==> config.mk <==
export PLATFORM = sky130hd
export DESIGN_NAME = contador_mod_n
export DESIGN_NICKNAME = d
export VERILOG_FILES = /design/src/rtl/contador_mod_n.sv
export SDC_FILE = /design/constraint.sdc
export NUM_CORES = 1
export LEC_CHECK = 0
export BUFFER_PORTS_ARGS = -buffer_cell sky130_fd_sc_hd__buf_2
export CORE_AREA = 2 2 39 41
export DETAILED_ROUTE_END_ITERATION = 6
export DIE_AREA = 0 0 41 43
export SLEW_MARGIN = 20
export SYNTH_ARGS = -nofsm -noshare
export SYNTH_HDL_FRONTEND = slang
export SYNTH_SLANG_ARGS = --single-unit
==> constraint.sdc <==
create_clock -name clk -period 1.75 [get_ports clk]
set_clock_uncertainty 0.2 [all_clocks]
set_input_delay 0.35 -clock clk [delete_from_list [all_inputs] [get_ports clk]]
set_output_delay 0.35 -clock clk [all_outputs]
set_load 0.03 [all_outputs]
==> src/rtl/contador_mod_n.sv <==
// contador_mod_n: modulo-N down-counter digit with clamped load, wrap/hold, load-error and expiry flags.
// Define CONTADOR_UPDOWN_EN to add the `up` port for up/down counting.
module contador_mod_n #(
  parameter int MODULUS   = 10,
  parameter int WIDTH     = 4,
  parameter int WRAP_MODE = 1
) (
  input  logic             clk,
  input  logic             clearn,
  input  logic             en,
  input  logic             loadn,
`ifdef CONTADOR_UPDOWN_EN
  input  logic             up,
`endif
  input  logic [WIDTH-1:0] data,
  output logic [WIDTH-1:0] count,
  output logic             tc,
  output logic             zero,
  output logic             load_err,
  output logic             expired
);
  localparam logic [WIDTH-1:0] MAX   = WIDTH'(MODULUS - 1);
  localparam logic [WIDTH:0]   MOD_X = (WIDTH + 1)'(MODULUS);
  if (MODULUS < 2 || 64'(MODULUS) > (64'd1 << WIDTH)) begin : g_bad_modulus
    $error("contador_mod_n: MODULUS must lie in 2..2**WIDTH");
  end
  logic             dir_up;
  logic             at_end;
  logic             clamp;
  logic             hit;
  logic [WIDTH-1:0] step;
  logic [WIDTH-1:0] nxt;
`ifdef CONTADOR_UPDOWN_EN
  assign dir_up = up;
`else
  assign dir_up = 1'b0;
`endif
  assign zero   = count == '0;
  // the terminal value depends on direction: 0 going down, MODULUS-1 going up
  assign at_end = dir_up ? count == MAX : zero;
  assign tc     = en & loadn & at_end;
  assign clamp  = {1'b0, data} >= MOD_X;
  always_comb begin
    step = dir_up ? count + 1'b1 : count - 1'b1;
    nxt  = at_end ? (WRAP_MODE != 0 ? (dir_up ? '0 : MAX) : count) : step;
    hit  = !at_end && (dir_up ? step == MAX : step == '0);
  end
  always_ff @(posedge clk or negedge clearn)
    if (!clearn) begin
      count    <= '0;
      load_err <= 1'b0;
      expired  <= 1'b0;
    end else if (!loadn) begin
      count    <= clamp ? MAX : data;
      load_err <= clamp;
      expired  <= 1'b0;
    end else begin
      load_err <= 1'b0;
      if (en) begin
        count <= nxt;
        if (hit) expired <= 1'b1;
      end
    end
endmodule

## Word level (Yosys, flattened, before mapping)

Index checks and enable logic that the tools add are counted.

| operators by class | value |
|---|---|
| order comparisons | 1 |
| add/subtract/negate cells | 1 |
| mux-type cells | 8 |
| bitwise logic cells | 2 |
| equality and inequality tests | 2 |
| reductions and logical operators | 5 |

Operator list:

| operator | number |
|---|---|
| $mux W4 | 4 |
| $logic_not A4 Y1 | 2 |
| $ge A4 B4 Y1 const B | 1 |
| $mux W1 | 4 |
| $sub A4 B1 Y4 const B | 1 |
| $and A1 B1 Y1 | 2 |
| $ne A2 B1 Y1 const B | 1 |
| $ne A2 B2 Y1 const B | 1 |
| $reduce_and A2 Y1 | 1 |
| $logic_and A1 B1 Y1 | 1 |
| $logic_not A1 Y1 | 1 |

| storage, ports and cells | value |
|---|---|
| output and inout bits | 8 |
| input bits | 8 |
| bits in registers | 6 |

## Logic depth before layout (Yosys ltp)

| depth | value |
|---|---|
| depth after elaboration | 6 |
| mapped depth | 3 |
| gate-level depth less buffers | 3 |

## Worst setup path after synthesis

OpenSTA, ideal clock, no wires.

| timing | value |
|---|---|
| kind | register to output |
| from | reg count[1] |
| to | out zero |
| arrival time | 1.572 ns |
| data required time | 1.200 ns |
| buffers on the path | 0 |
| stages on the path, launching flop included | 2 |
| setup slack | -0.372 ns |
| cells stage by stage | dfrtp_1 nor4_1 |

| between the ends | value |
|---|---|
| longest elaborated chain between the ends | 1 |

RTL lines:

| what | line | source |
|---|---|---|
| from (decl) | 16 | `output logic [WIDTH-1:0] count,` |
| from (signal assigned) | 54 | `count <= clamp ? MAX : data;` |
| from (signal assigned) | 60 | `count <= nxt;` |
| $logic_not A4 Y1 | 38 | `assign zero = count == '0;` |
| to (decl) | 18 | `output logic zero,` |

Every way passes these cells.

## Final worst setup path

| timing | value |
|---|---|
| from | reg count[1] |
| to | out tc |

| between the ends | value |
|---|---|
| longest elaborated chain between the ends | 2 |

RTL lines:

| what | line | source |
|---|---|---|
| $logic_not A4 Y1 | 38 |  |
| $and A1 B1 Y1 | 41 | `assign tc = en & loadn & at_end;` |
| to (decl) | 17 | `output logic tc,` |

Every way passes these cells.

==> results.toml <==
[detailed_routing]
ant_nets = 0
viasPerCell = 4.72
wl_per_cell_um = 13.1
drc_errors = 0
wirelength_um = 942
num_vias = 340
detail_route.first_pass.iterations = 4
drtIter0Drc = 7

[layout]
final_area_um2 = 515
area_growth_pct = 61.6
fin_nets = 66
multiInputGateArea_um2 = 185
ff_latch_area_um2 = 153
fin_cells = 72
fillers = 149
antenna_cells = 0
drive_above_1_share_pct = 48.2

[synthesis]
synth-edff-count = 0
syn-cell-area_um2 = 319
synth_seq_cells = 6
synth_area_leaders = "dfrtp_1, a31oi_1, nor2_1, nor4b_2, nand2b_1"
syn_nets = 42
ys_seq_area_share_pct = 47.1
yosysTopAreaCellShare_pct = 47.1
syn_inst = 34
synth_top_cell_by_area = "dfrtp_1"
ys_warn_count = 0
yosysMostFrequentCell = "dfrtp_1"
synth_common_cells = "dfrtp_1, nor2_1, a31oi_1, nand2_1"
yosys_most_used_dff = "dfrtp_1"
synthArstFlopShare_pct = 100
syn-mean-instance-area_um2 = 9.38
ys_types = 19

[cts]
cts_tree = "done"
cts.clk_slew.worst_paths_ns = 0.04
cts_buffers = 3
cts_root_buf = "clkbuf_4"
clock_path_buffers = 2
h-tree-depth = 1
post_cts_buffers = 0
clk_latency_ns = 0.24
numClockSinks = 6

[timing]
fmax_mhz = 538
slew_violations = 0
slew_headroom_pct = 79.2
fin_setup_tns_ns = -0.161
worst_pin_slew_ns = 0.312
finalCritPeriodShare_pct = 106
rsz0062_at_grt = "yes"
hold_viol_final = 0
fin_crit_ns = 1.86
timing.final.ws_setup_ns = -0.108
setup_viol = 2

[placement]
place_inst = 68
io_buffers = 15
placed_area_um2 = 458
place_congestion = 0.714
hpwl_um = 697

[grt]
grt_first_pass_wirelength_mm = 1.31
grt_use_met2_pct = 18.8
use_met3_pct = 1.57
grt_overflow_total = 0
grt_max_degree = 13
met1_usage_pct = 12.5
grt_pass1_vias = 335
grt_busiest_layer = "met2"
track_usage_pct = 11.7
antenna_found_initial = 0

[pwr]
p_leak_nw = 0.239
peakVddDrop_uv = 211
power.density_nw_per_um2 = 830

[worst_setup_path]
worstPathMaxFanout = 2
crit_cells = 3
path_delay_family = "simple AND/OR/NAND/NOR gates"
path_cells = "nor4b_4, and3b_2, buf_6"
max_stage_delay_ns = 0.42
critical_path_required_ns = 1.20
path_buf_inv = 1
cp.arrival_ns = 1.31
path_class = "reg -> out"
regToRegSetupSlack_ns = 0.23
start_kind = "flop"
cp-end-kind = "primary output"
slowest_stage = "dfrtp_2"
rr_worst_depth = 4

[floorplan]
die_width_um = 41
die_area_um2 = 1760
ioPinCount = 16
start_util_pct = 23.1
dieHeight_um = 43
row_count = 14
coreArea_um2 = 1380

[outcome]
violations = "setup timing"
status = "finished, violations left"

[flow_run]
drv_cap = 0

[hold_path]
whs_path_depth = 3
hp-class = "in -> reg"
[per-stage QoR]
| stage | power (mW) | worst slack [ns] | utilization [%] | hold WS, ns |
|---|---|---|---|---|
| CTS | 0.431 | -0.0890 | 36.7 | 0.179 |
| global placement | 0.291 | 0.131 | 33.1 | -0.0220 |
| detailed placement | 0.296 | 0.0860 | 33.1 | -0.0206 |
| floorplan | 0.243 | 0.0310 | - | -0.146 |
| global route | 0.453 | -0.149 | 37.3 | 0.212 |
| finish | 0.428 | -0.108 | 37.3 | 0.182 |
[worst register-to-register path, delay by kind of cell, from the launching register on]
kind            cells  cell delay [ns]
simple gates        2             0.50
compound gates      1             0.16
buf+inv             1             0.17
flops               1             0.42
[where the power goes]
part | switching (mW) | internal, mW | total [mW]
sequential | 0.0176 | 0.153 | 0.171
clock | 0.0463 | 0.0773 | 0.124
combinational | 0.0783 | 0.0553 | 0.134
[sequential cells by signal (all words and copies together) (netlist names)]
register,count
expired,1
count,4
load_err,1
[repair_timing]
action                                  4_1_cts  5_1_grt
resized for setup                             4        2
pin swaps                                     0        1
hold buffers                                  1        0
hold endpoints to repair                      6        0
endpoints found under the setup margin        2        2
[cells in the final DEF, fill, tap and decap left out]
master and instances:
a31oi_1 3, nor2_1 4, dlygate4sd3_1 1, buf_2 13, nor3b_1 1, clkbuf_4 3
and3b_2 1, inv_1 1, nor3_1 2, or3_1 1, buf_6 3, dfrtp_1 4
nor2b_1 1, a21oi_1 2, nand2b_1 2, nor4_4 1, o221ai_1 1, nor4b_4 1
dfrtp_2 2, or2_1 1, xnor2_1 1, nand4b_1 1, buf_4 3, nand2_1 3
[cells by family after synthesis]
| kind of cell | count (synthesis) | synth area share (%) |
|---|---|---|
| and+or+nand+nor | 19 | 36.1 |
| xor gates and xnor gates | 1 | 2.75 |
| AOI/OAI and AO/OA | 6 | 11.8 |
| buffers and inverters | 2 | 2.35 |
| DFF | 6 | 47.1 |
[metal layers]
| metal | part of all wire [%] | vias to the layer above |
|---|---|---|
| met2 | 53 | 7 |
| met3 | 2.5 | 0 |
| li1 | - | 168 |
| met5 | 0 | - |
| met4 | 0 | 0 |
| met1 | 44 | 165 |
[worst paths after layout]
check,start,end
setup / recovery,count[1],tc
hold / removal,data[3],count[3]
setup reg to reg,count[0],count[1]
hold reg to reg,expired,expired
max in group asynchronous,clearn,count[1]
min in group asynchronous,clearn,load_err
[final cells by class]
type | instances | share of cell area (%)
Multi-Input combinational cell | 26 | 35.9
Sequential cell | 6 | 29.6
Timing Repair Buffer | 20 | 25.5
Clock buffer | 3 | 4.37
Tap cell | 16 | 3.88
Inverter | 1 | 0.728
No activity file was read; power rests on OpenSTA's default activity.
